$ cat config.mk
export PLATFORM = sky130hd
export DESIGN_NAME = idx_dec
export DESIGN_NICKNAME = d
export VERILOG_FILES = /design/src/rtl/idx_dec.sv
export SDC_FILE = /design/constraint.sdc
export NUM_CORES = 1
export LEC_CHECK = 0
export ABC_AREA = 0
export ABC_CLOCK_PERIOD_IN_PS = 3300
export BUFFER_PORTS_ARGS = -buffer_cell sky130_fd_sc_hd__buf_2
export CORE_UTILIZATION = 45
export CTS_BUF_LIST = sky130_fd_sc_hd__clkbuf_4
export DETAILED_ROUTE_END_ITERATION = 6
export GPL_TIMING_DRIVEN = 0
export MAX_ROUTING_LAYER = met4
export PLACE_DENSITY = 0.69
export SLEW_MARGIN = 20
export SYNTH_ARGS = -nofsm -noshare
export SYNTH_HDL_FRONTEND = slang
export SYNTH_SLANG_ARGS = --single-unit
$ cat constraint.sdc
create_clock -name clk -period 3.3 [get_ports clk]
set_clock_uncertainty 0.05 [all_clocks]
set_input_delay 0.33 -clock clk [delete_from_list [all_inputs] [get_ports clk]]
set_output_delay 0.33 -clock clk [all_outputs]
set_load 0.1 [all_outputs]
$ cat src/rtl/idx_dec.sv
// idx_dec: registered binary-index to one-hot decoder with an occupancy
// vector and population count, driven over a valid/ready handshake.
module idx_dec #(
   parameter int    OUT = 32,
   parameter string ACT = "High",
   parameter int    IN  = $clog2(OUT)
) (
   input  logic           clk,
   input  logic           reset,
   input  logic           in_valid,
   output logic           in_ready,
   input  logic [IN-1:0]  in_idx,
   input  logic           in_set,
   input  logic           flush,
   output logic           out_valid,
   input  logic           out_ready,
   output logic [OUT-1:0] out_vec,
   output logic           out_err,
   output logic [OUT-1:0] vec,
   output logic [IN:0]    cnt,
   output logic           full,
   output logic           empty
);

   localparam bit LOW = (ACT == "Low");

   logic           r_out_valid;
   logic           r_out_err;
   logic [OUT-1:0] r_out_vec;
   logic [OUT-1:0] r_occ;
   logic [IN:0]    r_cnt;

   logic           w_accept;
   logic           w_in_range;
   logic [OUT-1:0] w_onehot;
   logic           w_cur;
   logic           w_redund;
   logic           w_err;
   logic           w_eff;

   assign in_ready   = !flush && (!r_out_valid || out_ready);
   assign w_accept   = in_valid && in_ready;
   assign w_in_range = 32'(in_idx) < 32'(OUT);
   assign w_onehot   = w_in_range ? (OUT'(1) << in_idx) : '0;
   assign w_cur      = |(r_occ & w_onehot);
   assign w_redund   = in_set ? w_cur : !w_cur;
   assign w_err      = !w_in_range || w_redund;
   assign w_eff      = w_accept && w_in_range && !w_redund;

   // State is kept active-high internally; ACT only flips the exported vectors.
   always_ff @(posedge clk or posedge reset) begin
      if (reset) begin
         r_out_valid <= 1'b0;
         r_out_err   <= 1'b0;
         r_out_vec   <= '0;
         r_occ       <= '0;
         r_cnt       <= '0;
      end else if (flush) begin
         r_out_valid <= 1'b0;
         r_out_err   <= 1'b0;
         r_out_vec   <= '0;
         r_occ       <= '0;
         r_cnt       <= '0;
      end else begin
         if (w_accept) begin
            r_out_valid <= 1'b1;
            r_out_err   <= w_err;
            r_out_vec   <= w_onehot;
         end else if (r_out_valid && out_ready) begin
            r_out_valid <= 1'b0;
         end
         if (w_eff) begin
            if (in_set) begin
               r_occ <= r_occ | w_onehot;
               r_cnt <= r_cnt + (IN+1)'(1);
            end else begin
               r_occ <= r_occ & ~w_onehot;
               r_cnt <= r_cnt - (IN+1)'(1);
            end
         end
      end
   end

   assign out_valid = r_out_valid;
   assign out_err   = r_out_err;
   assign out_vec   = LOW ? ~r_out_vec : r_out_vec;
   assign vec       = LOW ? ~r_occ : r_occ;
   assign cnt       = r_cnt;
   assign full      = (r_cnt == (IN+1)'(OUT));
   assign empty     = (r_cnt == '0);

endmodule

* After elaboration in Yosys (flattened, before gate mapping)
Cells that the tools add are included.
** Operators by class
- $add $sub $neg :: 2
- Equality and inequality tests :: 1
- Shifts and indexed selects :: 1
- Muxes and demuxes :: 14
- Bitwise operators :: 4
- Reduce and logical (&&, ||, !) cells :: 14
** Operators with widths (number)
- 32-bit two-way mux :: 5
- 32-bit bitwise AND :: 2
- 32-bit NOT :: 1
- 32-bit bitwise OR :: 1
- 32-bit OR reduction :: 1
- 1-bit by 5-bit << shifter with 32-bit output (first input constant) :: 1
- 6-bit two-way mux :: 3
- 6-bit by 1-bit adder with 6-bit output (second input constant) :: 1
- 6-bit == test (second input constant) :: 1
- 6-bit logical NOT :: 1
- 1-bit two-way mux :: 6
- 6-bit by 1-bit subtractor with 6-bit output (second input constant) :: 1
- 1-bit logical AND :: 4
- 1-bit logical NOT :: 4
- 2-bit nonzero test :: 2
- 3-bit nonzero test :: 1
- 1-bit logical OR :: 1
** Storage, ports and cells
- Bits in registers :: 72
- Input bits :: 11
- Output and inout bits :: 75
- Logic and storage cells :: 41

* Depth between registers and ports, before layout
Gate-level depths: netlist of the first run.
- Depth in word-level cells :: 9
- Gate-level depth with buffers :: 10
- Gate-level depth less buffers :: 8

* Worst setup path before layout of the first run
OpenSTA, ideal clock, no wires.
- Kind :: register to register
- From :: register r_occ[11], in the netlist vec[11]
- To :: register r_cnt[0], in the netlist cnt[0]
- Library setup time :: 0.094 ns
- Arrival :: 2.800 ns
- Data required time :: 3.156 ns
- Slack :: 0.356 ns
- Stages on the path, launching flop included :: 7
- Buffers on the path :: 0
- Clock period less this slack :: 2.944 ns
- Cells stage by stage :: dfrtp_1 -> mux2_1 -> and3_1 -> or4_1 -> nor4_4 -> mux2i_2 -> mux2i_1
** On the way
- Word-level cells in the longest chain between the ends :: 7
** RTL lines
- start, declared :: line 30 : logic [OUT-1:0] r_occ;
- start signal, assigned :: line 74 : r_occ <= r_occ | w_onehot;
- start signal, assigned :: line 77 : r_occ <= r_occ & ~w_onehot;
- 32-bit bitwise AND (*) :: line 45 : assign w_cur = |(r_occ & w_onehot);
- 32-bit OR reduction (*) :: line 45
- 1-bit logical NOT :: line 46 : assign w_redund = in_set ? w_cur : !w_cur;
- 1-bit two-way mux (*) :: line 46
- 1-bit logical NOT (*) :: line 48 : assign w_eff = w_accept && w_in_range && !w_redund;
- 1-bit logical AND (*) :: line 48
- 2-bit nonzero test (no source line) (*)
- end signal, assigned :: line 75 : r_cnt <= r_cnt + (IN+1)'(1);
- end signal, assigned :: line 78 : r_cnt <= r_cnt - (IN+1)'(1);
- end, declared :: line 31 : logic [IN:0] r_cnt;
Mark *: on every way between the ends. The rest lies on a longest branch, timed or not.
A chain may end at the register's enable or synchronous reset.

* Worst setup path after layout of the first run
- From :: input port in_set
- To :: register r_cnt[5], in the netlist cnt[5]
** On the way
- Word-level cells in the longest chain between the ends :: 4
- Elaborated cells on any way between the ends :: 7
- Those cells by class :: mux (4); reduce/logical (3)
** RTL lines
- start, declared :: line 13 : input logic in_set,
- 1-bit two-way mux :: line 46
- 1-bit logical NOT :: line 48
- 1-bit logical AND :: line 48
- 2-bit nonzero test (no source line)
Several ways; a longest one is shown, not always the timed one. The select of a mux whose other input is x is not followed.

==> flow_metrics.tcl, run 1 <==
set metrics [dict create \
    cts_buffer_depth 2 \
    grt_first_pass_wirelength_um 20300 \
    post-dp-hpwl_um 9530 \
    r2r_start "vec[11]" \
    placement.io_buffers 84 \
    fillers 816 \
    worst-r2r-setup-slack_ns 0.58 \
    die_width_um 95.7 \
    chipHeight_um 95.7 \
    final_design_area_no_fill_mm2 0.00470 \
    post_synth_instance_area_mm2 0.00395 \
    seq_area_frac_synth_pct 45.6 \
    tritoncts_num_sinks 72 \
    hold_depth 3 \
    holdCritPathClass "in -> reg" \
    worst_skew_pair.late_latency_ns 0.42 \
    rr_worst_depth 6 \
    ctsResizeCount 0 \
    hold-worst-slack_ns 0.193 \
    drcViolationCount 0 \
    standard_cell_core_area_mm2 0.00834 \
    timing.setup.tns_ns 0 \
    r2r_end "cnt[1]" \
    routability_cong 0.936 \
    antenna_left 0 \
    detail_route.vias_per_cell 6.07 \
    max_cap_violations 0 \
    total_overflow_reported_by_the_global_router 0 \
    number_of_buffers_added_by_the_clock_tree_synthesis_step 9 \
    grtUsageTotal_pct 31.2 \
    post-place-cells 632 \
    period_minus_slack_ns 2.80 \
    cts_tree "done" \
    synth-warning-count 0 \
    path_clk_slew_ns 0.13 \
    cellLeakagePower_nw 2.42 \
    rows 33 \
    grt_start_max_net_pins 39 \
    power_density_mw_per_mm2 484 \
    distinct_cell_type_count_of_the_synthesized_netlist 59 \
    postSynthAreaPerCell_um2 8.95 \
    synth_enable_flop_cells 0 \
    io-pin-count 86 \
    max_freq_mhz 357 \
    nNetsFinal 555 \
    period_share_pct 85.0 \
    crit_arrival_ns 3.12 \
    crit_path_max_fanout 13 \
    final-hold-violation-count 0 \
    timing_worst_setup_path_type "in -> reg" \
    timing_worst_slew_pin_value_ns 0.915 \
    vias_in_the_first_global_route 3678 \
    post_dp_cell_area_mm2 0.00453 \
    drt_first_iter_violations 238 \
    required_time_of_the_critical_path_ns 3.62 \
    antenna_found_initial 0 \
    setup_ws_ns 0.496 \
    place_ws_ns 0.0939 \
    p_total_mw 2.27 \
    ys_ff_latch 72 \
    wl_um 13100 \
    layout.cells.most_common "buf_2" \
    synthCells 442 \
    detailroute.via_count 3934 \
    synth_nets 458 \
    start_kind "input port" \
    run_status "finished clean" \
    diodes 0 \
    finish.cell_count_without_fillers 648 \
    unrepaired_setup_endpoints_after_global_routing "false" \
    max-vdd-ir-drop_uv 244 \
    most-common-layout-cells "91 x buf_2, 72 x dfrtp_1, 71 x nand2_1" \
    h-tree-depth 3 \
    ys_dominant_reg_cell "dfrtp_1" \
    ys_async_sr_fraction_pct 100 \
    areaGrowthSynthToFinish_pct 18.8 \
    cp-end-kind "flip-flop" \
    min_delay_worst_endpoint "out_valid" \
    dr.pass1.iters 5 \
    min_from "in_valid" \
    route.detailed.wl_per_inst_um 20.2 \
    final_layout_size_suffix_gt1_share_pct 23.2 \
    initial_utilization_pct 47.4 \
    floorplan.die_area_mm2 0.00917 \
    final_max_slew_viol_count 0 \
    slew_headroom_pct 38.5 \
    clock_tree_root_buffer_cell "clkbuf_4" \
    finalSetupViolations 0 \
    post-route-util_pct 56.3 \
]
logic make-up (layout without fill, tap and decap cells):
group / Yosys count / in the layout / share of synthesized area, %
and+or+nand+nor: 173 / 173 / 21.8
AOI/OAI and AO/OA: 127 / 127 / 20.1
DFF: 72 / 72 / 45.6
buffers and inverters: 45 / 146 / 4.97
muxes: 17 / 17 / 5.13
adders and majority gates: 5 / 5 / 1.77
xor gates and xnor gates: 3 / 3 / 0.665
worst max-delay path: stages:
cell and delay [ns]:
buf_2 0.15, inv_1 0.08, clkbuf_1 0.37, clkbuf_1 0.61, ha_1 0.35, a21o_1 0.18, a21oi_1 0.25, or4b_2 0.17
o2111ai_1 0.12, or4_1 0.41, nand3_1 0.09
metal layers:
layer / GRT usage (%) / part of all wire, % / vias up
li1: - / - / 1803
met1: 42.6 / 45 / 1938
met2: 47.9 / 47 / 175
met3: 4.11 / 6.8 / 18
met4: 10.7 / 1.9 / 0
met5: - / 0 / -
what timing repair did:
item | 4_1_cts | 5_1_grt
hold buffers | 1 | 0
buffers inserted | 0 | 0
hold endpoints to repair | 34 | 0
cell usage after synthesis (6+ instances only):
master	instances	area (um^2)
o41ai_1	6	52.6
clkbuf_1	19	71.3
nor3_1	14	70.1
nor4_1	16	100
nor2b_1	6	37.5
a21oi_1	33	165
a21o_1	8	60.1
o21ai_1	8	40.0
inv_1	9	33.8
nand3_1	9	45.0
buf_2	7	35.0
and3_1	12	75.1
o21ai_0	39	195
dfrtp_1	72	1800
o31ai_1	7	52.6
nor2_1	21	78.8
mux2i_1	11	110
nand2_1	71	267
worst max path at each step:
stage | start | end | slack (ns) | depth (start not counted)
floorplan | vec[11] | cnt[0] | 0.36 | 6
global placement | in_set | cnt[5] | 0.08 | 11
detailed placement | in_set | cnt[5] | 0.09 | 11
CTS | in_set | cnt[5] | 0.53 | 11
global route | in_set | cnt[5] | 0.37 | 11
finish | in_set | cnt[5] | 0.50 | 11
state kept, by name, indices dropped and copies added (netlist names):
register / flops
cnt: 6
out_err: 1
out_valid: 1
out_vec: 32
vec: 32
report_power, final:
part           total, mW  switching [mW]  leakage [nW]  internal (mW)
Sequential         0.964          0.0441         0.997          0.920
Combinational      0.679           0.548          1.34          0.132
Clock              0.628           0.328        0.0778          0.300
cell type report:
type	count	area, um^2	share of cell area, %
buffer	35	159	3.38
inverter	10	40.0	0.853
clock buffer	9	67.6	1.44
clock inverter	6	85.1	1.81
sequential	72	1800	38.4
timing repair buffer	86	450	9.59
tap	105	131	2.80
multi-input combinational	325	1960	41.8
Note: power is estimated with default switching activity, not from simulation.
==> run 2: changes to the inputs <==
--- a/config.mk
+++ b/config.mk
@@ -6,7 +6,7 @@
 export NUM_CORES = 1
 export LEC_CHECK = 0
 export ABC_AREA = 0
-export ABC_CLOCK_PERIOD_IN_PS = 3300
+export ABC_CLOCK_PERIOD_IN_PS = 2700
 export BUFFER_PORTS_ARGS = -buffer_cell sky130_fd_sc_hd__buf_2
 export CORE_UTILIZATION = 45
 export CTS_BUF_LIST = sky130_fd_sc_hd__clkbuf_4
==> constraint.sdc (replaced) <==
create_clock -name clk -period 2.7 [get_ports clk]
set_clock_uncertainty 0.05 [all_clocks]
set_input_delay 0.27 -clock clk [delete_from_list [all_inputs] [get_ports clk]]
set_output_delay 0.27 -clock clk [all_outputs]
set_load 0.1 [all_outputs]
==> run 2 against run 1 <==
Critical path type is now reg -> reg. Sequential power rose by 22%. Core utilization increased by 0.63 points. Largest cell class unchanged. Non-clock buffer count rose by 1. Cell count grew 0.31%. Clock power up 13%. Highest routed layer unchanged. Critical endpoint is now cnt[3]. Routed wire length up 1.9%. Total power up 20%. Flip-flop and latch count unchanged.
==> flow_metrics.tcl, run 2 (synthesized netlist as in run 1, its figures left out) <==
set metrics [dict create \
    cts_tree "done" \
    met2_wirelength_um 6160 \
    worst_skew_pair.late_latency_ns 0.43 \
    routability_cong 0.940 \
    grt_start_max_net_pins 56 \
    min_from "in_valid" \
    timing.setup.tns_ns 0 \
    period_minus_slack_ns 2.61 \
    crit_arrival_ns 2.92 \
    layout.cells.most_common "buf_2" \
    total_overflow_reported_by_the_global_router 0 \
    placement.io_buffers 84 \
    run_status "finished clean" \
    timing_worst_setup_path_type "reg -> reg" \
    grt_first_pass_wirelength_um 20000 \
    chipHeight_um 95.7 \
    holdCritPathClass "in -> reg" \
    post_dp_cell_area_mm2 0.00456 \
    timing.critical_path.from "vec[11]" \
    cellLeakagePower_nw 2.40 \
    standard_cell_core_area_mm2 0.00834 \
    antenna_left 0 \
    wl_um 13300 \
    number_of_buffers_added_by_the_clock_tree_synthesis_step 9 \
    start_kind "flip-flop" \
    m1WireLength_um 5860 \
    max-vdd-ir-drop_uv 314 \
    nNetsFinal 556 \
    crit_path_max_fanout 6 \
    post-route-util_pct 56.9 \
    p_total_mw 2.73 \
    cts_buffer_depth 2 \
    place_ws_ns -0.484 \
    tritoncts_num_sinks 72 \
    diodes 0 \
    drcViolationCount 0 \
    route.detailed.wl_per_inst_um 20.5 \
    grtUsageTotal_pct 31.0 \
    areaGrowthSynthToFinish_pct 20.1 \
    detailroute.via_count 3992 \
    finish.cell_count_without_fillers 650 \
    max_freq_mhz 383 \
    required_time_of_the_critical_path_ns 3.01 \
    floorplan.die_area_mm2 0.00917 \
    setup_ws_ns 0.0900 \
    drt_first_iter_violations 256 \
    io-pin-count 86 \
    final-hold-violation-count 0 \
    finalSetupViolations 0 \
    period_share_pct 96.7 \
    max_cap_violations 0 \
    slew_headroom_pct 41.6 \
    initial_utilization_pct 47.4 \
    power_density_mw_per_mm2 576 \
    die_width_um 95.7 \
    rows 33 \
    cp-end-kind "flip-flop" \
    fillers 815 \
    antenna_found_initial 0 \
    vias_in_the_first_global_route 3565 \
    final_design_area_no_fill_mm2 0.00475 \
    dr.pass1.iters 5 \
    hold-worst-slack_ns 0.104 \
    detail_route.vias_per_cell 6.14 \
    most-common-layout-cells "91 x buf_2, 71 x nand2_1, 57 x dfrtp_1" \
    route.top_layer_used "met4" \
    post-dp-hpwl_um 9640 \
    final_layout_size_suffix_gt1_share_pct 26.8 \
    clock_tree_root_buffer_cell "clkbuf_4" \
    post-place-cells 632 \
    path_clk_slew_ns 0.12 \
    r2r_start "vec[11]" \
    h-tree-depth 3 \
    dr_wl_met3_um 1040 \
    final_max_slew_viol_count 0 \
    timing_worst_slew_pin_value_ns 0.870 \
]
-- run 2: area by class of cell --
| class | instances | area, um^2 | area share, % |
|---|---|---|---|
| plain buffers | 35 | 175 | 3.69 |
| clock buffers | 11 | 82.6 | 1.74 |
| clock inverters | 5 | 57.6 | 1.21 |
| inverters | 10 | 40.0 | 0.843 |
| multi-input cells | 325 | 1980 | 41.6 |
| flip-flops and latches | 72 | 1820 | 38.3 |
| well taps | 105 | 131 | 2.77 |
| repair buffers | 87 | 465 | 9.80 |
-- run 2: path summary, 6_finish.rpt --
| path | slack, ns | endpoint | depth (start not counted) |
|---|---|---|---|
| min reg2reg | 0.44 | out_vec[27] | 1 |
| max in group asynchronous | 1.76 | vec[0] | 4 |
| min in group asynchronous | 0.25 | out_vec[19] | 3 |
| max | 0.09 | cnt[3] | 7 |
| max reg2reg | 0.09 | cnt[3] | 7 |
| min | 0.10 | out_valid | 3 |
-- run 2: report_power, final --
part / total, mW / internal, mW / switching [mW]
logic: 0.839 / 0.169 / 0.670
registers: 1.18 / 1.13 / 0.0567
clock network: 0.712 / 0.301 / 0.411
-- run 2: worst max-delay path: stages (launching register included) --
cell	delay [ns]
dfrtp_2	0.45
mux2_1	0.36
and3_1	0.19
or4_4	0.50
nor4_4	0.21
buf_4	0.18
mux2i_4	0.38
mux2i_1	0.22
-- run 2: what timing repair did --
item / 4_1_cts / 5_1_grt
cloned: 0 / 0
gates resized for setup: 2 / 5
pin swaps: 1 / 2
setup buffers: 0 / 1
hold buffers: 1 / 0
endpoints found under the hold margin: 17 / 0
endpoints found under the setup margin: 7 / 27
-- run 2: per-layer routing --
layer  up-vias  track usage [%]
li1       1803                -
met1      1966             41.7
met2       197             46.3
met3        26             6.32
met4         0             11.2
met5         -                -
==> run 3: changes to the inputs <==
--- a/config.mk
+++ b/config.mk
@@ -8,12 +8,12 @@
 export ABC_AREA = 0
 export ABC_CLOCK_PERIOD_IN_PS = 2700
 export BUFFER_PORTS_ARGS = -buffer_cell sky130_fd_sc_hd__buf_2
+export CORE_MARGIN = 10
 export CORE_UTILIZATION = 45
 export CTS_BUF_LIST = sky130_fd_sc_hd__clkbuf_4
 export DETAILED_ROUTE_END_ITERATION = 6
 export GPL_TIMING_DRIVEN = 0
-export MAX_ROUTING_LAYER = met4
-export PLACE_DENSITY = 0.69
+export PLACE_DENSITY_LB_ADDON = 0.2
 export SLEW_MARGIN = 20
 export SYNTH_ARGS = -nofsm -noshare
 export SYNTH_HDL_FRONTEND = slang
==> run 3 against run 2 <==
Sequential power about the same. Final area up 0.76%. Non-clock buffer count up 4. Hold slack worse by 0.013 ns. Global-route usage down 9.3 points. First-iteration DRC count up 50%. Combinational power up 1%. Core utilization down 1.5 points. Maximum frequency down 0.51%. Cell count up 1.1%. Setup slack worse by 0.013 ns. Critical endpoint is now cnt[0].
==> flow_metrics.tcl, run 3 (synthesized netlist as in run 1, its figures left out) <==
set metrics [dict create \
    die_width_um 114 \
    crit_arrival_ns 2.94 \
    rows 34 \
    p_total_mw 2.84 \
    areaGrowthSynthToFinish_pct 21.0 \
    rr_worst_depth 7 \
    cp-end-kind "flip-flop" \
    grtUsageTotal_pct 21.7 \
    path_clk_slew_ns 0.12 \
    grt_start_max_net_pins 38 \
    crit_buf_inv 1 \
    fillers 854 \
    detailroute.via_count 3952 \
    required_time_of_the_critical_path_ns 3.02 \
    wl_um 14000 \
    total_overflow_reported_by_the_global_router 0 \
    grt_first_pass_wirelength_um 22200 \
    antenna_left 0 \
    detail_route.vias_per_cell 6.02 \
    setup_ws_ns 0.0767 \
    initial_utilization_pct 45.8 \
    floorplan.die_area_mm2 0.0129 \
    chipHeight_um 114 \
    tritoncts_num_sinks 72 \
    layout.cells.most_common "buf_2" \
    final_design_area_no_fill_mm2 0.00478 \
    nNetsFinal 560 \
    crit_path_max_fanout 4 \
    timing.setup.tns_ns 0 \
    worst_skew_pair.late_latency_ns 0.44 \
    vias_in_the_first_global_route 3861 \
    r2r_end "cnt[0]" \
    timing_worst_setup_path_type "reg -> reg" \
    max-vdd-ir-drop_uv 297 \
    run_status "finished clean" \
    crit_path_top_delay_cell "dfrtp_2" \
    finalSetupViolations 0 \
    antenna_found_initial 0 \
    drcViolationCount 0 \
    placement.io_buffers 84 \
    min_from "in_valid" \
    worst-r2r-setup-slack_ns 0.08 \
    h-tree-depth 3 \
    cts_tree "done" \
    r2r_start "vec[1]" \
    cp_slowest_stage_delay_ns 0.46 \
    start_kind "flip-flop" \
    clock_tree_root_buffer_cell "clkbuf_4" \
    cellLeakagePower_nw 2.43 \
    max_cap_violations 0 \
    post-dp-hpwl_um 10400 \
    final_max_slew_viol_count 0 \
    post_dp_cell_area_mm2 0.00455 \
    slew_headroom_pct 49.5 \
    period_share_pct 97.2 \
    most-common-layout-cells "91 x buf_2, 71 x nand2_1, 57 x dfrtp_1" \
    path_delay_family "multiplexers" \
    power_density_mw_per_mm2 594 \
    hold-worst-slack_ns 0.0914 \
    routability_cong 0.949 \
    max_freq_mhz 381 \
    hold_depth 3 \
    timing_worst_slew_pin_value_ns 0.757 \
    final_layout_size_suffix_gt1_share_pct 27.1 \
    number_of_buffers_added_by_the_clock_tree_synthesis_step 9 \
    final-hold-violation-count 0 \
    cp_cell_sequence "mux4_2, and3_1, a311o_1, nor4_4, mux2i_4, buf_4, mux2i_1" \
    standard_cell_core_area_mm2 0.00864 \
    min_delay_worst_endpoint "out_valid" \
    dr.pass1.iters 6 \
    drt_first_iter_violations 385 \
    io-pin-count 86 \
    holdCritPathClass "in -> reg" \
    route.detailed.wl_per_inst_um 21.4 \
    place_ws_ns -0.509 \
    period_minus_slack_ns 2.62 \
    diodes 0 \
    cts_buffer_depth 2 \
]
==> run 3: cell types whose count changed in the layout (fill, tap and decap cells not counted) <==
| cell | delta |
|---|---|
| or4_1 | +1 |
| buf_16 | -1 |
| clkinvlp_4 | -2 |
| clkbuf_4 | -1 |
| buf_12 | +1 |
| or4_4 | -1 |
| buf_6 | -2 |
| bufinv_16 | +1 |
| clkinv_4 | +3 |
| buf_4 | +7 |
| buf_8 | -1 |
| clkinv_2 | -1 |
==> run 3: where the power goes <==
group	internal (mW)	switching [mW]
clock	0.390	0.423
sequential	1.13	0.0543
combinational	0.169	0.678
==> run 3: tightest hold or removal path: cells and delay by family <==
family	cells	cell delay (ns)
AOI/OAI and AO/OA	1	0.07
buffers and inverters	2	0.20
==> run 3: final cells by class <==
| class | count | area [um^2] | area share, % |
|---|---|---|---|
| plain buffers | 35 | 160 | 3.35 |
| clock buffers | 10 | 75.1 | 1.57 |
| clock inverters | 6 | 93.8 | 1.96 |
| inverters | 10 | 40.0 | 0.837 |
| multi-input cells | 325 | 1970 | 41.2 |
| flip-flops and latches | 72 | 1820 | 38.0 |
| well taps | 108 | 135 | 2.82 |
| repair buffers | 91 | 488 | 10.2 |
==> run 3: how the worst max path moves through the flow <==
stage	start	end	slack [ns]	cells after the start
after floorplan	vec[24]	cnt[0]	-0.01	6
after global placement	reset	vec[9]	-0.58	2
after detailed placement	in_set	cnt[5]	-0.51	11
after CTS	vec[3]	cnt[1]	0.04	6
after global routing	vec[1]	cnt[4]	-0.009	7
final	vec[1]	cnt[0]	0.08	7
==> run 3: through the flow <==
stage / util [%] / std cells
3_3_place_gp: 52.5 / 634
6_report: 55.4 / 657
2_1_floorplan: - / 442
3_5_place_dp: 52.7 / 635
5_1_grt: 55.4 / 657
4_1_cts: 54.9 / 652
==> run 3: layer usage <==
layer  wire, um  global-route usage [%]
met1       5930                    29.1
met2       6510                    33.0
met3       1360                    5.67
met4        246                    7.78
met5          0                       0
==> run 3: timing repair <==
item | in CTS | in global routing
gates cloned | 0 | 0
endpoints found under the setup margin | 7 | 16
setup buffers | 0 | 5
endpoints found under the hold margin | 35 | 0
resized for setup | 2 | 0
hold buffers | 1 | 0
pin swaps | 0 | 1
